File: config.mk
export PLATFORM = sky130hd
export DESIGN_NAME = uart_cmd_decoder
export DESIGN_NICKNAME = d
export VERILOG_FILES = /design/src/rtl/uart_cmd_decoder.sv
export SDC_FILE = /design/constraint.sdc
export NUM_CORES = 1
export LEC_CHECK = 0
export BUFFER_PORTS_ARGS = -buffer_cell sky130_fd_sc_hd__buf_4
export CAP_MARGIN = 30
export CORE_MARGIN = 2
export CORE_UTILIZATION = 47
export CTS_CLUSTER_DIAMETER = 60
export DETAILED_ROUTE_END_ITERATION = 8
export PLACE_DENSITY = 0.72
export SYNTH_ARGS = -nofsm -noshare
export SYNTH_HDL_FRONTEND = slang
export SYNTH_SLANG_ARGS = --single-unit
File: constraint.sdc
create_clock -name clk -period 3.93 [get_ports clk]
set_input_delay 0.1965 -clock clk [delete_from_list [all_inputs] [get_ports clk]]
set_output_delay 0.1965 -clock clk [all_outputs]
set_load 0.1 [all_outputs]
File: src/rtl/uart_cmd_decoder.sv
// UART command parser: "CH<d>[<d>]<CR|LF>" selects an XADC channel, "R<CR|LF>" requests a readout.
// Optional terminal echo of received bytes is built when UART_CMD_ECHO_EN is defined.
module uart_cmd_decoder #(
  parameter int unsigned NUM_CH         = 13,
  parameter int unsigned DEF_CH         = 7,
  parameter int unsigned TIMEOUT_CYCLES = 10_000_000
) (
  input  logic       clk,
  input  logic       rst,
  input  logic [7:0] rx_data,
  input  logic       rx_valid,
  output logic [3:0] ch_sel,
  output logic [7:0] daddr,
  output logic       cmd_valid,
  output logic       read_req,
  output logic       err,
  output logic       busy,
  output logic [7:0] tx_data,
  output logic       tx_wr
);

  localparam int unsigned CW       = $clog2(TIMEOUT_CYCLES + 1);
  localparam logic [6:0]  NUM_CH_W = 7'(NUM_CH);
  localparam logic [3:0]  DEF_CH_W = 4'(DEF_CH);

  typedef enum logic [2:0] {
    IDLE, GOT_C, GOT_H, DIG1, DIG2, GOT_R, DISCARD
  } state_t;

  state_t        state, state_nx;
  logic [6:0]    acc, acc_nx;
  logic          load_ch;
  logic          cmd_nx, rd_nx, err_nx;
  logic [CW-1:0] tmo_cnt;
  logic          tmo_hit;
  logic          is_term, is_digit, is_c, is_h, is_r;
  logic [3:0]    digit;

  function automatic logic [7:0] ch_to_daddr(input logic [3:0] ch);
    if (ch == 4'd0) return 8'h03;
    return 8'h10 + {4'h0, ch} - 8'h01;
  endfunction

  assign is_term  = (rx_data == 8'h0D) || (rx_data == 8'h0A);
  assign is_digit = (rx_data >= 8'h30) && (rx_data <= 8'h39);
  assign is_c     = (rx_data == 8'h43) || (rx_data == 8'h63);
  assign is_h     = (rx_data == 8'h48) || (rx_data == 8'h68);
  assign is_r     = (rx_data == 8'h52) || (rx_data == 8'h72);
  assign digit    = rx_data[3:0];

  // A received byte always takes precedence over an expiring timeout.
  assign tmo_hit = (state != IDLE) && !rx_valid && (tmo_cnt == CW'(TIMEOUT_CYCLES - 1));
  assign busy    = (state != IDLE);

  always_comb begin
    state_nx = state;
    acc_nx   = acc;
    load_ch  = 1'b0;
    cmd_nx   = 1'b0;
    rd_nx    = 1'b0;
    err_nx   = 1'b0;
    if (rx_valid) begin
      // Errors decided on a terminator end the line here instead of discarding.
      unique case (state)
        IDLE: begin
          if (is_term) begin
            state_nx = IDLE;
          end else if (is_c) begin
            state_nx = GOT_C;
          end else if (is_r) begin
            state_nx = GOT_R;
          end else begin
            err_nx   = 1'b1;
            state_nx = DISCARD;
          end
        end
        GOT_C: begin
          if (is_h) begin
            state_nx = GOT_H;
          end else begin
            err_nx   = 1'b1;
            state_nx = is_term ? IDLE : DISCARD;
          end
        end
        GOT_H: begin
          if (is_digit) begin
            acc_nx   = {3'b000, digit};
            state_nx = DIG1;
          end else begin
            err_nx   = 1'b1;
            state_nx = is_term ? IDLE : DISCARD;
          end
        end
        DIG1, DIG2: begin
          if (is_term) begin
            state_nx = IDLE;
            if (acc < NUM_CH_W) begin
              load_ch = 1'b1;
              cmd_nx  = 1'b1;
            end else begin
              err_nx = 1'b1;
            end
          end else if (is_digit && state == DIG1) begin
            acc_nx   = acc * 7'd10 + {3'b000, digit};
            state_nx = DIG2;
          end else begin
            err_nx   = 1'b1;
            state_nx = DISCARD;
          end
        end
        GOT_R: begin
          if (is_term) begin
            rd_nx    = 1'b1;
            state_nx = IDLE;
          end else begin
            err_nx   = 1'b1;
            state_nx = DISCARD;
          end
        end
        DISCARD: begin
          if (is_term) state_nx = IDLE;
        end
        default: state_nx = IDLE;
      endcase
    end else if (tmo_hit) begin
      err_nx   = (state != DISCARD);
      state_nx = IDLE;
    end
  end

  always_ff @(posedge clk) begin
    if (rst) begin
      state     <= IDLE;
      acc       <= '0;
      ch_sel    <= DEF_CH_W;
      daddr     <= ch_to_daddr(DEF_CH_W);
      cmd_valid <= 1'b0;
      read_req  <= 1'b0;
      err       <= 1'b0;
      tmo_cnt   <= '0;
    end else begin
      state     <= state_nx;
      acc       <= acc_nx;
      cmd_valid <= cmd_nx;
      read_req  <= rd_nx;
      err       <= err_nx;
      if (load_ch) begin
        ch_sel <= acc[3:0];
        daddr  <= ch_to_daddr(acc[3:0]);
      end
      if (rx_valid || state == IDLE || state_nx == IDLE) tmo_cnt <= '0;
      else                                              tmo_cnt <= tmo_cnt + CW'(1);
    end
  end

`ifdef UART_CMD_ECHO_EN
  logic       lf_pend, hold_v;
  logic [7:0] hold;
  logic [7:0] src;
  logic       src_v, src_hold, rx_to_hold;

  // Output order: pending LF, then the held byte, then the live byte; a byte
  // arriving while an older one is still queued waits one cycle in hold.
  always_comb begin
    src      = '0;
    src_v    = 1'b1;
    src_hold = 1'b0;
    if (lf_pend) begin
      src = 8'h0A;
    end else if (hold_v) begin
      src      = hold;
      src_hold = 1'b1;
    end else if (rx_valid) begin
      src = rx_data;
    end else begin
      src_v = 1'b0;
    end
  end

  assign rx_to_hold = rx_valid && (lf_pend || hold_v);

  always_ff @(posedge clk) begin
    if (rst) begin
      tx_data <= '0;
      tx_wr   <= 1'b0;
      lf_pend <= 1'b0;
      hold_v  <= 1'b0;
      hold    <= '0;
    end else begin
      tx_wr <= src_v;
      if (src_v) tx_data <= src;
      lf_pend <= src_v && (src == 8'h0D);
      if (rx_to_hold) begin
        hold   <= rx_data;
        hold_v <= 1'b1;
      end else if (src_hold) begin
        hold_v <= 1'b0;
      end
    end
  end
`else
  assign tx_data = '0;
  assign tx_wr   = 1'b0;
`endif

endmodule
==> qor.json, run 1 <==
{
  "min_period_over_period_pct": 66.0,
  "track_usage_pct": 18.0,
  "hold_violations": 0,
  "io_pins": 36,
  "grt_pass1_wl_um": 9370,
  "pwr_density_cell_nw_per_um2": 322,
  "crit_start": "tmo_cnt[0]$_SDFF_PP0_",
  "critical-path-top-delay-family": "compound AO/OA/AOI/OAI gates",
  "skew_ns": 0.0124,
  "grt_pass1_vias": 2151,
  "drt_first_pass_iters": 4,
  "final_period_minus_worst_setup_slack_ns": 2.59,
  "synthCells": 320,
  "run_status": "finished, final reports clean",
  "place_inst": 404,
  "seq_area_frac_synth_pct": 33.8,
  "drv_cap": 0,
  "area_growth_pct": 10.1,
  "initial_utilization_pct": 49.2,
  "final_cell_mix": "dfxtp_1 (46), nor2_1 (39), nand2_1 (32), buf_4 (23), xnor2_1 (15)",
  "post_drt_wl_per_cell_um": 12.9,
  "critPathKind": "flop to flop",
  "vdd.ir_drop.worst_mv": 0.197,
  "ctsHtreeMaxLevel": 2,
  "final_util_pct": 54.2,
  "synth_cell_type_count": 53,
  "worst_hold_path_type": "input port to flop",
  "tightestPinTransition_ns": 0.857,
  "timing.final.max_slew_violations": 0,
  "timing.max_slew.rel_slack_pct": 42.6,
  "routed_wl_um": 5330,
  "power_leakage_uw": 0.00107,
  "gp_congestion": 0.834,
  "finish.cell_count_without_fillers": 412,
  "quantity_of_hold_fixing_buffers_added_after_cts": 0,
  "critical_path.max_fanout": 12,
  "cts_max_path_buffers": 2,
  "die_w_um": 80.2,
  "routed_via_density": 5.46,
  "number_of_post_cts_setup_repair_buffers": 0,
  "detailroute.via_count": 2249,
  "max_clock_freq_mhz": 386,
  "synth-seq-cells": 46,
  "rsz0062_at_grt": "no",
  "cts.clk_slew.worst_paths_ns": 0.09,
  "crit_required_ns": 4.09,
  "die_area_um2": 6430,
  "clk_latency_ns": 0.29,
  "path_buf_inv": 0,
  "synthFlopType": "dfxtp_1",
  "crit_slowest_cell": "o31ai_4",
  "timing.hold.worst.start": "rx_data[3]",
  "postRouteAntennaNets": 0,
  "floorplan.core_area_um2": 5540,
  "synth.yosys.warnings": 0,
  "timing.critical_path.to_type": "flop",
  "synth_async_sr_flop_share_pct": 0,
  "cts_root_buffer": "clkbuf_8",
  "tritoncts": "built",
  "synth-edff-count": 0,
  "grt_max_degree": 24,
  "numCtsBuffers": 5,
  "layout.cells.most_common": "dfxtp_1",
  "antenna_cells": 0,
  "slowest_delay_ns": 0.55,
  "number_of_antenna_violations_at_the_first_check_in_global_routing": 0,
  "layout-drive-gt1-share_pct": 11.5,
  "cp_data_arrival_time_ns": 2.75,
  "drc": 0,
  "final-setup-viol-count": 0,
  "grt_remaining_overflow": 0,
  "placement_rows": 27,
  "cts-resized-gates": 0,
  "r2r_start": "tmo_cnt[0]$_SDFF_PP0_",
  "finalNetCount": 362,
  "syn-mean-instance-area_um2": 8.52,
  "worstPathCellList": "ha_1 > and4_1 > nand2_1 > or4_1 > a311o_1 > o31ai_4 > nor2_1",
  "netlist_area_um2": 2730,
  "hpwl_um": 3990,
  "detailedRoute.firstIterationViolations": 101,
  "start_kind": "flop",
  "timing.setup.tns_ns": 0,
  "die_height_um": 80.2,
  "placement.io_buffers": 23,
  "cts_sinks": 46
}
==> tightest hold or removal path: stages <==
cell and delay (ns):
buf_4 0.13, nand2_1 0.05, a311oi_1 0.07
==> layout make-up <==
cell class | instances | area [um^2]
well taps | 72 | 90.1
repair buffers | 23 | 173
clock inverters | 3 | 45.0
fillers | 528 | 2540
inverters | 12 | 45.0
multi-input cells | 251 | 1660
flip-flops and latches | 46 | 921
clock buffers | 5 | 68.8
==> registers in the layout (all words and copies together), names as in the netlist <==
| signal | count |
|---|---|
| acc | 7 |
| ch_sel | 4 |
| cmd_valid | 1 |
| daddr | 5 |
| err | 1 |
| read_req | 1 |
| state | 3 |
| tmo_cnt | 24 |
==> per-stage QoR <==
stage / hold WS [ns] / total power (uW) / cell area [um^2] / setup WS, ns
4_1_cts: 0.198 / 973 / 3000 / 1.32
3_3_place_gp: 0.436 / 626 / 2890 / 1.30
3_5_place_dp: 0.449 / 627 / 2890 / 1.25
5_1_grt: 0.211 / 1000 / 3000 / 1.14
6_report: 0.206 / 966 / 3000 / 1.34
2_1_floorplan: 0.268 / 611 / 2770 / 1.61
==> kinds of logic after synthesis <==
family                     share of synthesized area, %
AOI/OAI and AO/OA                                  13.4
xor gates and xnor gates                           9.32
adders and majority gates                          6.06
buffers and inverters                              6.88
DFF                                                33.8
muxes                                              1.51
other                                             0.138
and+or+nand+nor                                    28.9
==> report_power, final <==
| part | total (uW) | internal [uW] | switching [uW] |
|---|---|---|---|
| clock | 349 | 189 | 160 |
| combinational | 140 | 31.2 | 109 |
| sequential | 477 | 469 | 7.47 |
==> final timing paths <==
path	cells after the start	slack, ns	endpoint
worst max register to register	7	1.34	tmo_cnt[23]$_SDFF_PP0_
worst min-delay path	3	0.21	acc[3]$_SDFFE_PP0P_
worst max-delay path	7	1.34	tmo_cnt[23]$_SDFF_PP0_
worst min register to register	2	0.46	acc[6]$_SDFFE_PP0P_
==> per-layer routing <==
metal,vias to the layer above,GRT usage (%),wire [um]
li1,1146,-,-
met1,1061,22.7,2550
met2,40,31.5,2540
met3,2,3.60,213
met4,0,3.90,24
met5,-,0,0
==> cell usage after synthesis, drive strengths merged (3+ instances only) <==
master / count / area [um^2]
inv: 12 / 45.0
nand3: 13 / 65.1
dfxtp: 46 / 921
nor2b: 12 / 75.1
nor4: 4 / 25.0
xor2: 14 / 123
and3: 5 / 31.3
a311oi: 4 / 41.3
o21ai: 10 / 50.1
nand4: 9 / 56.3
nor4b: 6 / 67.6
nand2: 32 / 120
xnor2: 15 / 131
buf: 14 / 113
nor3b: 4 / 30.0
mux2i: 3 / 30.0
a21oi: 9 / 45.0
and4: 5 / 43.8
nor2: 39 / 146
clkbuf: 8 / 30.0
ha: 10 / 125
nor3: 4 / 20.0
a211o: 5 / 43.8
Power figures use the tool's default switching activity.
==> inputs of run 2 (changes only) <==
- clock period: 3.93 -> 2.65 ns (I/O delays scaled with it)
==> run 2 against run 1 <==
Compared with the run above:
- sequential share of layout area fell by 0.75 points
- via count is 1.6% higher
- combinational power rose by 51%
- final area grew 2.5%
- sequential power up 48%
- clock-buffer cell count unchanged
- register-to-register slack got worse by 1.1 ns
- global-route usage increased by 1.2 points
- fmax increased by 7.2%
- utilization is 1.4 points higher
- cell count is 2.4% higher
- critical path type unchanged
- largest power group unchanged
==> qor.json, run 2 (synthesis results as in run 1) <==
{
  "run_status": "finished, final reports clean",
  "cts.clk_slew.worst_paths_ns": 0.09,
  "io_pins": 36,
  "drc": 0,
  "track_usage_pct": 19.1,
  "reg_to_reg_critical_path_endpoint": "tmo_cnt[23]$_SDFF_PP0_",
  "worstPathCellList": "nor4b_1 > nand3_1 > or4_1 > a311o_1 > o31ai_4 > buf_4 > nor2_1",
  "routed_wl_um": 5650,
  "crit_slowest_cell": "or4_1",
  "slowest_delay_ns": 0.53,
  "detailroute.via_count": 2286,
  "final-setup-viol-count": 0,
  "largest_register_by_flop_count": "tmo_cnt",
  "drv_cap": 0,
  "antenna_cells": 0,
  "finalNetCount": 372,
  "placement.io_buffers": 23,
  "cts-resized-gates": 0,
  "finish.cell_count_without_fillers": 422,
  "fillers": 529,
  "drt_first_pass_iters": 4,
  "numCtsBuffers": 5,
  "grt_pass1_wl_um": 9890,
  "layout.cells.most_common": "dfxtp_1",
  "final_period_minus_worst_setup_slack_ns": 2.42,
  "timing.hold.worst.start": "rx_data[0]",
  "postRouteAntennaNets": 0,
  "timing.critical_path.to_type": "flop",
  "ctsHtreeMaxLevel": 2,
  "routed_via_density": 5.42,
  "power_leakage_uw": 0.00112,
  "post_drt_wl_per_cell_um": 13.4,
  "clk_latency_ns": 0.30,
  "number_of_post_cts_setup_repair_buffers": 0,
  "vdd.ir_drop.worst_mv": 0.295,
  "hpwl_um": 4190,
  "gp_congestion": 0.893,
  "cp_data_arrival_time_ns": 2.61,
  "reg2reg_depth": 7,
  "final_cell_mix": "dfxtp_1 (46), nor2_1 (39), buf_4 (33), nand2_1 (32), xnor2_1 (15)",
  "skew_ns": 0.0114,
  "number_of_antenna_violations_at_the_first_check_in_global_routing": 0,
  "area_growth_pct": 12.8,
  "cts_max_path_buffers": 2,
  "cts_root_buffer": "clkbuf_8",
  "layout-drive-gt1-share_pct": 14.0,
  "hold_violations": 0,
  "die_height_um": 80.2,
  "floorplan.core_area_um2": 5540,
  "largest_register_ffs": 24,
  "fin_worst_hold_slack_ns": 0.128,
  "finalInstanceArea_um2": 3080,
  "crit_required_ns": 2.84,
  "critical_path.max_fanout": 12,
  "r2r_start": "tmo_cnt[14]$_SDFF_PP0_",
  "whs_path_depth": 3,
  "worst_hold_path_type": "input port to flop",
  "die_w_um": 80.2,
  "grt_remaining_overflow": 0,
  "placement_rows": 27,
  "place_inst": 414,
  "tritoncts": "built",
  "die_area_um2": 6430,
  "rsz0062_at_grt": "no",
  "tightestPinTransition_ns": 0.511,
  "timing.max_slew.rel_slack_pct": 65.7,
  "timing.setup.tns_ns": 0,
  "timing.final.max_slew_violations": 0,
  "start_kind": "flop",
  "initial_utilization_pct": 49.2,
  "critPathKind": "flop to flop",
  "quantity_of_hold_fixing_buffers_added_after_cts": 0,
  "cts_sinks": 46,
  "whs_endpoint": "acc[0]$_SDFFE_PP0P_",
  "grt_max_degree": 24,
  "layout_top_registers": "tmo_cnt x24, acc x7, daddr x5",
  "pwr_density_cell_nw_per_um2": 468,
  "grt_pass1_vias": 2199,
  "register_to_register_setup_slack_ns": 0.23,
  "place_area_um2": 2960,
  "max_clock_freq_mhz": 413,
  "detailedRoute.firstIterationViolations": 105,
  "min_period_over_period_pct": 91.3
}
run 2: changes by cell type in the layout (fill, tap and decap cells not counted):
cell / previous run / this run
buf_4: 23 / 33
run 2: worst max path at each step:
| stage | from | endpoint | slack [ns] | depth (start not counted) |
|---|---|---|---|---|
| after CTS | tmo_cnt[14]$_SDFF_PP0_ | tmo_cnt[23]$_SDFF_PP0_ | 0.22 | 7 |
| after global routing | tmo_cnt[0]$_SDFF_PP0_ | tmo_cnt[5]$_SDFF_PP0_ | 0.08 | 8 |
| after global placement | tmo_cnt[0]$_SDFF_PP0_ | tmo_cnt[9]$_SDFF_PP0_ | 0.34 | 8 |
| final | tmo_cnt[14]$_SDFF_PP0_ | tmo_cnt[23]$_SDFF_PP0_ | 0.23 | 7 |
| after floorplan | state[1]$_SDFF_PP0_ | tmo_cnt[19]$_SDFF_PP0_ | 0.33 | 8 |
| after detailed placement | tmo_cnt[0]$_SDFF_PP0_ | tmo_cnt[19]$_SDFF_PP0_ | 0.26 | 8 |
run 2: final cells by class:
type | count | area (um^2) | area share, %
Clock buffer | 5 | 68.8 | 2.24
Clock inverter | 3 | 45.0 | 1.46
Inverter | 12 | 45.0 | 1.46
Multi-Input combinational cell | 251 | 1660 | 53.9
Sequential cell | 46 | 921 | 29.9
Tap cell | 72 | 90.1 | 2.93
Timing Repair Buffer | 33 | 248 | 8.05
run 2: worst max-delay path, delay by kind of cell (launching register included):
kind                   cells  cell delay [ns]
buffers and inverters      1             0.22
flip-flops                 1             0.36
AO/OA/AOI/OAI              2             0.67
AND/OR/NAND/NOR            4             1.06
run 2: per-stage QoR:
step                worst slack (ns)  util, %  power [uW]
CTS                            0.221     55.5        1460
global placement               0.341     53.5         933
global route                  0.0847     55.5        1500
finish                         0.230     55.5        1440
floorplan                      0.328        -         906
detailed placement             0.261     53.5         933
run 2: routing by layer:
layer / GRT usage, % / wire length [um] / vias to the layer above
li1: - / - / 1159
met1: 24.8 / 2690 / 1073
met2: 32.6 / 2650 / 50
met3: 3.15 / 249 / 4
met4: 5.59 / 62 / 0
met5: 0 / 0 / -
run 2: power by group:
part | leakage [uW] | internal, uW | switching, uW
logic | 0.000697 | 48.6 | 163
clock network | 0.0000504 | 281 | 242
registers | 0.000371 | 696 | 10.9
==> inputs of run 3 (changes only) <==
--- a/config.mk
+++ b/config.mk
@@ -8,9 +8,9 @@
 export BUFFER_PORTS_ARGS = -buffer_cell sky130_fd_sc_hd__buf_4
 export CAP_MARGIN = 30
-export CORE_MARGIN = 2
 export CORE_UTILIZATION = 47
 export CTS_CLUSTER_DIAMETER = 60
 export DETAILED_ROUTE_END_ITERATION = 8
 export PLACE_DENSITY = 0.72
+export SETUP_SLACK_MARGIN = 0.5
 export SYNTH_ARGS = -nofsm -noshare
 export SYNTH_HDL_FRONTEND = slang
==> constraint.sdc (replaced) <==
create_clock -name clk -period 2.65 [get_ports clk]
set_input_delay 0.53 -clock clk [delete_from_list [all_inputs] [get_ports clk]]
set_output_delay 0.53 -clock clk [all_outputs]
set_load 0.1 [all_outputs]
==> run 3 against run 2 <==
Compared with the run above:
- via count up 5.1%
- flip-flop and latch count unchanged
- sequential power is essentially flat
- hold slack better by 0.36 ns
- power down 2.0%
- cell count up 4.5%
- clock power is 13% lower
- utilization up 6.8 points
- critical endpoint is now tmo_cnt[20]$_SDFF_PP0_
- largest cell class unchanged
==> qor.json, run 3 (synthesis results as in run 1) <==
{
  "antenna_cells": 0,
  "critPathKind": "flop to flop",
  "rsz0062_at_grt": "yes",
  "worst_hold_path_type": "flop to flop",
  "routed_wl_um": 6370,
  "run_status": "finished, final reports clean",
  "die_height_um": 78.2,
  "internal_power_uw": 979,
  "power_leakage_uw": 0.00130,
  "vdd.ir_drop.worst_mv": 0.305,
  "ctsHtreeMaxLevel": 2,
  "p_total_uw": 1410,
  "fin_worst_hold_slack_ns": 0.486,
  "max_clock_freq_mhz": 432,
  "cts_root_buffer": "clkbuf_8",
  "grt_pass1_wl_um": 10800,
  "drc": 0,
  "dp_worst_setup_slack_ns": 0.0478,
  "drt_first_pass_iters": 4,
  "die_w_um": 78.2,
  "switching_share_pct": 30.6,
  "area_growth_pct": 26.8,
  "die_area_um2": 6110,
  "number_of_antenna_violations_at_the_first_check_in_global_routing": 0,
  "tritoncts": "built",
  "final_cell_mix": "buf_4 (40), dfxtp_1 (34), nor2_1 (32), nand2_1 (31), xnor2_1 (14)",
  "largest_register_ffs": 24,
  "grt_pass1_vias": 2298,
  "initial_utilization_pct": 49.2,
  "final-setup-viol-count": 0,
  "placement_rows": 27,
  "final_period_minus_worst_setup_slack_ns": 2.31,
  "io_pins": 36,
  "start_kind": "flop",
  "post_drt_wl_per_cell_um": 14.5,
  "quantity_of_hold_fixing_buffers_added_after_cts": 0,
  "power_frac_seq_pct": 50.0,
  "cp_data_arrival_time_ns": 2.52,
  "final.setup.worst_slack_ns": 0.335,
  "hpwl_um": 4210,
  "drv_cap": 0,
  "hold_violations": 0,
  "placement.io_buffers": 23,
  "gp_congestion": 0.865,
  "detailroute.via_count": 2402,
  "grt_max_degree": 24,
  "cts_max_path_buffers": 2,
  "cts_sinks": 46,
  "layout-drive-gt1-share_pct": 29.5,
  "min_period_over_period_pct": 87.3,
  "layout_top_registers": "tmo_cnt x24, acc x7, daddr x5",
  "timing.critical_path.to_type": "flop",
  "skew_ns": 0.0125,
  "timing.final.max_slew_violations": 0,
  "finalNetCount": 391,
  "clk_latency_ns": 0.30,
  "timing.setup.tns_ns": 0,
  "power.share.clock_pct": 32.3,
  "detailedRoute.firstIterationViolations": 134,
  "pwr_density_cell_nw_per_um2": 408,
  "place_area_um2": 2980,
  "finalInstanceArea_um2": 3460,
  "track_usage_pct": 22.1,
  "numCtsBuffers": 5,
  "cts.clk_slew.worst_paths_ns": 0.09,
  "layout.cells.most_common": "buf_4",
  "routed_via_density": 5.45,
  "postRouteAntennaNets": 0,
  "p_switching_uw": 432,
  "grt_remaining_overflow": 0,
  "fillers": 482,
  "power.combinational.fraction_pct": 17.7,
  "crit_required_ns": 2.85,
  "largest_register_by_flop_count": "tmo_cnt",
  "critical_path.max_fanout": 6,
  "floorplan.core_area_um2": 5540
}
run 3: cell count changes in the layout (fill, tap and decap cells not counted), moves of 5 or more:
cell / delta
nor2_1: -7
dfxtp_1: -12
buf_6: +9
dfxtp_2: +10
buf_4: +7
nor2_2: +5
run 3: area by class of cell:
type	count	area (um^2)	area share [%]
repair buffers	52	464	13.4
well taps	72	90.1	2.61
inverters	12	45.0	1.30
clock inverters	2	12.5	0.362
multi-input cells	251	1820	52.7
clock buffers	6	82.6	2.39
flip-flops and latches	46	941	27.2
run 3: metal layers:
| metal | wire (um) | vias to the layer above | track usage (%) |
|---|---|---|---|
| met4 | 70 | 0 | 7.59 |
| met5 | 0 | - | 0 |
| met2 | 3100 | 40 | 37.2 |
| met3 | 192 | 7 | 4.30 |
| li1 | - | 1202 | - |
| met1 | 3010 | 1153 | 28.1 |
run 3: final timing paths:
| check | startpoint | end | slack (ns) | depth (start not counted) |
|---|---|---|---|---|
| max reg2reg | tmo_cnt[18]$_SDFF_PP0_ | tmo_cnt[20]$_SDFF_PP0_ | 0.34 | 8 |
| max | tmo_cnt[18]$_SDFF_PP0_ | tmo_cnt[20]$_SDFF_PP0_ | 0.34 | 8 |
| min | acc[6]$_SDFFE_PP0P_ | acc[6]$_SDFFE_PP0P_ | 0.49 | 2 |
| min reg2reg | acc[6]$_SDFFE_PP0P_ | acc[6]$_SDFFE_PP0P_ | 0.49 | 2 |
run 3: power groups by stage:
stage / logic (uW) / registers, uW / clock network (uW)
after floorplan: 184 / 724 / 0
after global placement: 215 / 723 / 0
after detailed placement: 217 / 723 / 0
after CTS: 237 / 706 / 467
after global routing: 266 / 707 / 503
final: 250 / 706 / 455
run 3: what timing repair did:
item	4_1_cts	5_1_grt
gates cloned	2	0
buffers inserted	11	8
gates resized for setup	25	34
pin swaps	8	8
endpoints found under the setup margin	22	24
run 3: metrics by stage:
stage	util (%)	instances
floorplan	-	331
global placement	53.8	412
detailed placement	53.8	412
CTS	58.9	433
global route	62.4	441
finish	62.4	441
run 3: critical path, stage by stage, from the launching register on:
cell and delay (ns):
dfxtp_2 0.37, nor4b_4 0.27, nand3_1 0.13, or4_4 0.53, a311o_1 0.37, o31ai_4 0.23, buf_6 0.15, buf_16 0.12
nor2_2 0.04
